==> src/rtl/alu_sequencer_if.sv <==
// alu_sequencer_if: bundles the instruction handshake and the datapath control/status
// signals of the ALU sequencer.
//   instr_valid/instr_ready/instr : instruction handshake from the host side
//   func/crIn/leftAddr/rightAddr/destAddr/writeEn/selInput : datapath control
//   crOut : carry returned by the datapath
//   busy/carry_flag/op_done : sequencer status
// Modport slave is the sequencer; master is the host/datapath side.
interface alu_sequencer_if #(
  parameter int unsigned ADDR_W = 4,
  parameter int unsigned FUNC_W = 3,
  parameter int unsigned CNT_W  = 4
);
  localparam int unsigned INSTR_W = FUNC_W + 3 * ADDR_W + 3 + CNT_W;

  logic               instr_valid;
  logic               instr_ready;
  logic [INSTR_W-1:0] instr;
  logic [FUNC_W-1:0]  func;
  logic               crIn;
  logic [ADDR_W-1:0]  leftAddr;
  logic [ADDR_W-1:0]  rightAddr;
  logic [ADDR_W-1:0]  destAddr;
  logic               writeEn;
  logic               selInput;
  logic               crOut;
  logic               busy;
  logic               carry_flag;
  logic               op_done;

  modport slave (
    input  instr_valid, instr, crOut,
    output instr_ready, func, crIn, leftAddr, rightAddr, destAddr,
           writeEn, selInput, busy, carry_flag, op_done
  );

  modport master (
    output instr_valid, instr, crOut,
    input  instr_ready, func, crIn, leftAddr, rightAddr, destAddr,
           writeEn, selInput, busy, carry_flag, op_done
  );
endinterface

==> src/rtl/alu_sequencer.sv <==
// alu_sequencer: accepts one instruction per valid/ready handshake and expands it into
// count+1 single-cycle micro-ops for the register-file/ALU datapath. Register addresses
// auto-increment (mod 2^ADDR_W) and the carry chains crOut -> crIn between micro-ops.
// Ports:
//   clock : rising-edge clock
//   reset : synchronous, active-high reset
//   bus   : alu_sequencer_if.slave (handshake, datapath control, status)
// Instruction layout (LSB first): func, dest, left, right, selInput, carry seed,
// noWrite, count.
module alu_sequencer #(
  parameter int unsigned ADDR_W = 4,
  parameter int unsigned FUNC_W = 3,
  parameter int unsigned CNT_W  = 4
) (
  input  logic           clock,
  input  logic           reset,
  alu_sequencer_if.slave bus
);
  localparam int unsigned DEST_LO  = FUNC_W;
  localparam int unsigned LEFT_LO  = DEST_LO + ADDR_W;
  localparam int unsigned RIGHT_LO = LEFT_LO + ADDR_W;
  localparam int unsigned SEL_BIT  = RIGHT_LO + ADDR_W;
  localparam int unsigned SEED_BIT = SEL_BIT + 1;
  localparam int unsigned NOWR_BIT = SEED_BIT + 1;
  localparam int unsigned CNT_LO   = NOWR_BIT + 1;

  typedef enum logic {IDLE, EXEC} state_t;

  state_t             state_q, state_d;
  logic [CNT_W-1:0]   remaining_q, remaining_d;
  logic [FUNC_W-1:0]  func_q, func_d;
  logic [ADDR_W-1:0]  dest_q, dest_d;
  logic [ADDR_W-1:0]  left_q, left_d;
  logic [ADDR_W-1:0]  right_q, right_d;
  logic               cr_in_q, cr_in_d;
  logic               write_en_q, write_en_d;
  logic               sel_input_q, sel_input_d;
  logic               busy_q, busy_d;
  logic               carry_flag_q, carry_flag_d;
  logic               op_done_q, op_done_d;

  logic instr_ready;
  logic accept;
  logic last_op;

  assign last_op     = (state_q == EXEC) && (remaining_q == '0);
  // Ready is gated by reset so nothing can be accepted while reset is held.
  assign instr_ready = !reset && ((state_q == IDLE) || last_op);
  assign accept      = bus.instr_valid && instr_ready;

  // State register
  always_ff @(posedge clock) begin
    if (reset) begin
      state_q      <= IDLE;
      remaining_q  <= '0;
      func_q       <= '0;
      dest_q       <= '0;
      left_q       <= '0;
      right_q      <= '0;
      cr_in_q      <= 1'b0;
      write_en_q   <= 1'b0;
      sel_input_q  <= 1'b0;
      busy_q       <= 1'b0;
      carry_flag_q <= 1'b0;
      op_done_q    <= 1'b0;
    end else begin
      state_q      <= state_d;
      remaining_q  <= remaining_d;
      func_q       <= func_d;
      dest_q       <= dest_d;
      left_q       <= left_d;
      right_q      <= right_d;
      cr_in_q      <= cr_in_d;
      write_en_q   <= write_en_d;
      sel_input_q  <= sel_input_d;
      busy_q       <= busy_d;
      carry_flag_q <= carry_flag_d;
      op_done_q    <= op_done_d;
    end
  end

  // Next-state logic
  always_comb begin
    state_d = state_q;
    unique case (state_q)
      IDLE: if (accept) state_d = EXEC;
      EXEC: if (remaining_q == '0 && !accept) state_d = IDLE;
      default: state_d = IDLE;
    endcase
  end

  // Registered output logic. instr is only sampled on accept, so an undriven
  // instr while instr_valid is low never reaches a flop.
  always_comb begin
    remaining_d  = remaining_q;
    func_d       = func_q;
    dest_d       = dest_q;
    left_d       = left_q;
    right_d      = right_q;
    cr_in_d      = cr_in_q;
    write_en_d   = write_en_q;
    sel_input_d  = sel_input_q;
    carry_flag_d = carry_flag_q;
    op_done_d    = last_op;
    busy_d       = (state_d == EXEC);

    if (state_q == EXEC) carry_flag_d = bus.crOut;

    if (accept) begin
      func_d      = bus.instr[FUNC_W-1:0];
      dest_d      = bus.instr[DEST_LO +: ADDR_W];
      left_d      = bus.instr[LEFT_LO +: ADDR_W];
      right_d     = bus.instr[RIGHT_LO +: ADDR_W];
      sel_input_d = bus.instr[SEL_BIT];
      cr_in_d     = bus.instr[SEED_BIT];
      write_en_d  = !bus.instr[NOWR_BIT];
      remaining_d = bus.instr[CNT_LO +: CNT_W];
    end else if (state_q == EXEC) begin
      if (remaining_q != '0) begin
        remaining_d = remaining_q - 1'b1;
        dest_d      = dest_q + 1'b1;
        left_d      = left_q + 1'b1;
        right_d     = right_q + 1'b1;
        cr_in_d     = bus.crOut;
      end else begin
        write_en_d  = 1'b0;
      end
    end
  end

  assign bus.instr_ready = instr_ready;
  assign bus.func        = func_q;
  assign bus.crIn        = cr_in_q;
  assign bus.leftAddr    = left_q;
  assign bus.rightAddr   = right_q;
  assign bus.destAddr    = dest_q;
  assign bus.writeEn     = write_en_q;
  assign bus.selInput    = sel_input_q;
  assign bus.busy        = busy_q;
  assign bus.carry_flag  = carry_flag_q;
  assign bus.op_done     = op_done_q;
endmodule

==> src/flat_wrapper.sv <==
// flat-port wrapper written by rule: the top's interface ports become plain ports
module alu_sequencer_flat 
#(
  parameter int unsigned ADDR_W = 4,
  parameter int unsigned FUNC_W = 3,
  parameter int unsigned CNT_W  = 4
)
  (clock, reset, bus_instr_valid, bus_instr, bus_crOut, bus_instr_ready, bus_func, bus_crIn, bus_leftAddr, bus_rightAddr, bus_destAddr, bus_writeEn, bus_selInput, bus_busy, bus_carry_flag, bus_op_done);
  alu_sequencer_if #(.ADDR_W(ADDR_W), .FUNC_W(FUNC_W), .CNT_W(CNT_W)) bus_i ();
  input  logic clock;
  input  logic reset;
  input wire logic [$bits(bus_i.instr_valid)-1:0] bus_instr_valid;
  input wire logic [$bits(bus_i.instr)-1:0] bus_instr;
  input wire logic [$bits(bus_i.crOut)-1:0] bus_crOut;
  output wire logic [$bits(bus_i.instr_ready)-1:0] bus_instr_ready;
  output wire logic [$bits(bus_i.func)-1:0] bus_func;
  output wire logic [$bits(bus_i.crIn)-1:0] bus_crIn;
  output wire logic [$bits(bus_i.leftAddr)-1:0] bus_leftAddr;
  output wire logic [$bits(bus_i.rightAddr)-1:0] bus_rightAddr;
  output wire logic [$bits(bus_i.destAddr)-1:0] bus_destAddr;
  output wire logic [$bits(bus_i.writeEn)-1:0] bus_writeEn;
  output wire logic [$bits(bus_i.selInput)-1:0] bus_selInput;
  output wire logic [$bits(bus_i.busy)-1:0] bus_busy;
  output wire logic [$bits(bus_i.carry_flag)-1:0] bus_carry_flag;
  output wire logic [$bits(bus_i.op_done)-1:0] bus_op_done;
  assign bus_i.instr_valid = bus_instr_valid;
  assign bus_i.instr = bus_instr;
  assign bus_i.crOut = bus_crOut;
  assign bus_instr_ready = bus_i.instr_ready;
  assign bus_func = bus_i.func;
  assign bus_crIn = bus_i.crIn;
  assign bus_leftAddr = bus_i.leftAddr;
  assign bus_rightAddr = bus_i.rightAddr;
  assign bus_destAddr = bus_i.destAddr;
  assign bus_writeEn = bus_i.writeEn;
  assign bus_selInput = bus_i.selInput;
  assign bus_busy = bus_i.busy;
  assign bus_carry_flag = bus_i.carry_flag;
  assign bus_op_done = bus_i.op_done;
  alu_sequencer #(.ADDR_W(ADDR_W), .FUNC_W(FUNC_W), .CNT_W(CNT_W)) u_core (.clock(clock), .reset(reset), .bus(bus_i));
endmodule
==> config.mk <==
export PLATFORM = sky130hd
export DESIGN_NAME = alu_sequencer_flat
export DESIGN_NICKNAME = d
export VERILOG_FILES = /design/src/rtl/alu_sequencer_if.sv /design/src/rtl/alu_sequencer.sv /design/src/flat_wrapper.sv
export SDC_FILE = /design/constraint.sdc
export NUM_CORES = 1
export LEC_CHECK = 0
export CAP_MARGIN = 20
export CORE_ASPECT_RATIO = 0.75
export CORE_MARGIN = 5
export CORE_UTILIZATION = 39
export CTS_CLUSTER_DIAMETER = 30
export DETAILED_ROUTE_END_ITERATION = 8
export PLACE_DENSITY = 0.82
export SLEW_MARGIN = 10
export SYNTH_ARGS = -nofsm -noshare
export SYNTH_HDL_FRONTEND = slang
export SYNTH_SLANG_ARGS = --single-unit
==> constraint.sdc <==
create_clock -name clock -period 1.9 [get_ports clock]
set_clock_uncertainty 0.1 [all_clocks]
set_input_delay 0.19 -clock clock [delete_from_list [all_inputs] [get_ports clock]]
set_output_delay 0.19 -clock clock [all_outputs]
set_load 0.02 [all_outputs]
==> impl_metrics.tcl, run 1 <==
set metrics [dict create \
    achievable_clock_frequency_mhz 518 \
    worst_setup_path_end_kind "register" \
    result_of_the_run "finished with violations" \
    layout-drive-gt1-share 0.239 \
    initialDrtViolationCount 53 \
    cap_viol_max_count 0 \
    placement_rows 17 \
    leakage_nw 0.777 \
    cell_types_occupying_the_most_area_after_synthesis "sky130_fd_sc_hd__dfxtp_1 40%, sky130_fd_sc_hd__mux2i_1 8.0%, sky130_fd_sc_hd__ha_1 5.0%" \
    core_area_sq_mm 0.00302 \
    fin_crit_share 1.02 \
    clock_latency_on_the_worst_skew_pair_ns 0.27 \
    seq_area_frac_synth 0.399 \
    failed_checks "setup timing" \
    synth-seq-cells 25 \
    rsz0062_at_grt "yes" \
    syn_warnings 0 \
    data_arrival_at_the_endpoint_of_the_critical_path_ns 1.99 \
    vias_per_cell 5.50 \
    cts-root-buf "sky130_fd_sc_hd__clkbuf_8" \
    hold_ws_ns 0.399 \
    first_pass_iters 4 \
    number_of_drc_violations_after_detailed_routing 0 \
    tritoncts_num_sinks 25 \
    cts_made_buffers 3 \
    total_wirelength_mm 3.79 \
    ant_nets 0 \
    crit_path_max_fanout 5 \
    worst_hold_path_cells 2 \
    post_synthesis_cell_area_sq_mm 0.00125 \
    total_of_buffers_placed_on_input_and_output_ports 47 \
    worst-slew-pin-transition_ns 0.315 \
    first_global_vias 1328 \
    die_area_sq_mm 0.00446 \
    kind_of_start_point_of_the_critical_path "register" \
    syn_to_final_growth_pct 60.5 \
    mostFrequentLayoutCells "46 x sky130_fd_sc_hd__clkdlybuf4s50_1, 23 x sky130_fd_sc_hd__dfxtp_1, 19 x sky130_fd_sc_hd__buf_4, 14 x sky130_fd_sc_hd__nor2_1, 9 x sky130_fd_sc_hd__mux2i_1" \
    post-dp-hpwl_mm 2.63 \
    setup_ws_ns -0.0301 \
    yosys.cell_types.count 33 \
    crit_required_ns 1.96 \
    ff_to_ff_path_depth 8 \
    hold_viol 0 \
    boundary_pins 48 \
    cts_max_level 1 \
    synth_area_per_cell_sq_um 9.51 \
    timing.max_slew.rel_slack 0.789 \
    clkSlewWorstSetupHoldPaths_ns 0.09 \
    path_class "reg2reg" \
    irDropWorstVdd_mv 0.537 \
    finalWorstPathRequiredPeriod_ns 1.93 \
    cts_tree "yes" \
    yosys.area.top_type "sky130_fd_sc_hd__dfxtp_1" \
    fin_nets 229 \
    gr-total-overflow 0 \
    route.vias.total 1292 \
    max-clock-path-buffers 2 \
    synthCells 132 \
    grt_first_pass_wirelength_mm 6.11 \
    initial_core_util 0.415 \
    groute.usage.overall 0.176 \
    setup_viol 2 \
    power.density_cell_area_mw_per_mm2 763 \
    report.final.slew_viol_count 0 \
    routedWlPerCell_um 16.1 \
    totalPowerFinal_mw 1.54 \
    synth_fp_nets 163 \
    grt_antenna_before_repair 0 \
    timing.hold.worst.class "reg2reg" \
    floorplan.die.height_um 59.1 \
    final.fill_count 233 \
    layout_commonest_cell "sky130_fd_sc_hd__clkdlybuf4s50_1" \
    synthDominantCellAreaShare 0.399 \
    largest_net_degree_at_the_start_of_global_routing 18 \
    diodes 0 \
    die_w_um 75.5 \
    place.gp.congestion 0.753 \
]
what timing repair did:
| item | CTS | global route |
|---|---|---|
| endpoints found under the hold margin | 0 | 0 |
| hold buffers | 0 | 0 |
| pin swaps | 3 | 12 |
| endpoints found under the setup margin | 16 | 16 |
| cloned | 1 | 0 |
| gates resized for setup | 15 | 10 |
| setup buffers | 3 | 4 |
metal layers:
| metal | track usage | wire, um |
|---|---|---|
| met1 | 0.213 | 1640 |
| met2 | 0.310 | 1820 |
| met3 | 0.0542 | 279 |
| met4 | 0.0324 | 55 |
| met5 | 0 | 0 |
Yosys cell counts:
master	instances
sky130_fd_sc_hd__and2_1	1
sky130_fd_sc_hd__inv_1	3
sky130_fd_sc_hd__o21ai_0	4
sky130_fd_sc_hd__a21oi_4	1
sky130_fd_sc_hd__o32a_1	1
sky130_fd_sc_hd__nor3_1	1
sky130_fd_sc_hd__o211a_1	1
sky130_fd_sc_hd__nor2_1	15
sky130_fd_sc_hd__or3_1	3
sky130_fd_sc_hd__nor2b_1	2
sky130_fd_sc_hd__a22oi_1	4
sky130_fd_sc_hd__nor3b_1	1
sky130_fd_sc_hd__mux2_2	2
sky130_fd_sc_hd__nand2_4	1
sky130_fd_sc_hd__a31oi_1	6
sky130_fd_sc_hd__a21oi_1	6
sky130_fd_sc_hd__o221a_2	1
sky130_fd_sc_hd__xnor2_1	1
sky130_fd_sc_hd__buf_1	1
sky130_fd_sc_hd__dfxtp_1	25
sky130_fd_sc_hd__a21oi_2	1
sky130_fd_sc_hd__clkbuf_1	4
sky130_fd_sc_hd__nand4_1	1
sky130_fd_sc_hd__buf_6	4
sky130_fd_sc_hd__a32oi_1	3
sky130_fd_sc_hd__ha_1	5
sky130_fd_sc_hd__nand3_1	4
sky130_fd_sc_hd__nand2_1	4
sky130_fd_sc_hd__mux2i_1	10
sky130_fd_sc_hd__a221oi_1	4
sky130_fd_sc_hd__or3b_1	1
sky130_fd_sc_hd__nand3b_1	6
sky130_fd_sc_hd__a211oi_1	5
sequential cells by signal, summed over array words and instances, names as in the netlist, 3 cells and up:
signal                cells
u_core.bus.destAddr       4
u_core.bus.leftAddr       4
u_core.bus.rightAddr      4
u_core.remaining_q        4
u_core.bus.func           3
worst paths after layout:
path	start	end	slack, ns
worst max-delay path	u_core.remaining_q[1]	u_core.bus.func[2]	-0.03
worst min-delay path	u_core.bus.selInput	u_core.bus.selInput	0.40
worst max register to register	u_core.remaining_q[1]	u_core.bus.func[2]	-0.03
worst min register to register	u_core.bus.selInput	u_core.bus.selInput	0.40
area by class of cell:
cell class	count	area, sq um	share of cell area
timing repair buffer	70	682	0.339
clock buffer	4	45.0	0.0224
sequential	25	503	0.250
multi-input combinational	95	726	0.360
tap	38	47.5	0.0236
inverter	3	11.3	0.00559
through the flow:
stage / setup slack (ns) / cells / area [sq um] / utilization / setup TNS, ns
after floorplan: 0.0706 / 132 / 1260 / - / 0
after global placement: -0.184 / 223 / 1840 / 0.608 / -0.184
after detailed placement: -0.227 / 223 / 1840 / 0.608 / -0.333
after CTS: -0.0244 / 231 / 1960 / 0.647 / -0.0244
after global routing: -0.0981 / 235 / 2010 / 0.667 / -0.665
final: -0.0301 / 235 / 2010 / 0.667 / -0.0398
critical path: stages, from the launching register on:
cell and delay [ns]:
sky130_fd_sc_hd__dfxtp_2 0.34, sky130_fd_sc_hd__inv_2 0.07, sky130_fd_sc_hd__ha_4 0.13, sky130_fd_sc_hd__or3b_4 0.39, sky130_fd_sc_hd__buf_6 0.15, sky130_fd_sc_hd__a21oi_4 0.22, sky130_fd_sc_hd__buf_12 0.15, sky130_fd_sc_hd__mux2i_2 0.20
sky130_fd_sc_hd__nor2_1 0.07
power by group:
group | switching, mW | internal, mW
registers | 0.0492 | 0.579
clock network | 0.167 | 0.150
logic | 0.268 | 0.325
cell families after synthesis:
| kind of cell | Yosys count | share of synthesized area |
|---|---|---|
| AOI/OAI and AO/OA | 37 | 0.217 |
| xor gates and xnor gates | 1 | 0.00698 |
| and+or+nand+nor | 40 | 0.169 |
| buffers and inverters | 12 | 0.0598 |
| muxes | 12 | 0.0977 |
| adders and majority gates | 5 | 0.0499 |
| DFF | 25 | 0.399 |
No activity file was read; power rests on OpenSTA's default activity.
==> run 2, diff against run 1 <==
--- a/config.mk
+++ b/config.mk
@@ -9,7 +9,7 @@
 export CORE_ASPECT_RATIO = 0.75
 export CORE_MARGIN = 5
 export CORE_UTILIZATION = 39
-export CTS_CLUSTER_DIAMETER = 30
+export CTS_CLUSTER_DIAMETER = 40
 export DETAILED_ROUTE_END_ITERATION = 8
 export PLACE_DENSITY = 0.82
 export SLEW_MARGIN = 10
==> results of run 2 <==
Same layout as run 1: the final DEF is identical, and so are final timing and power.
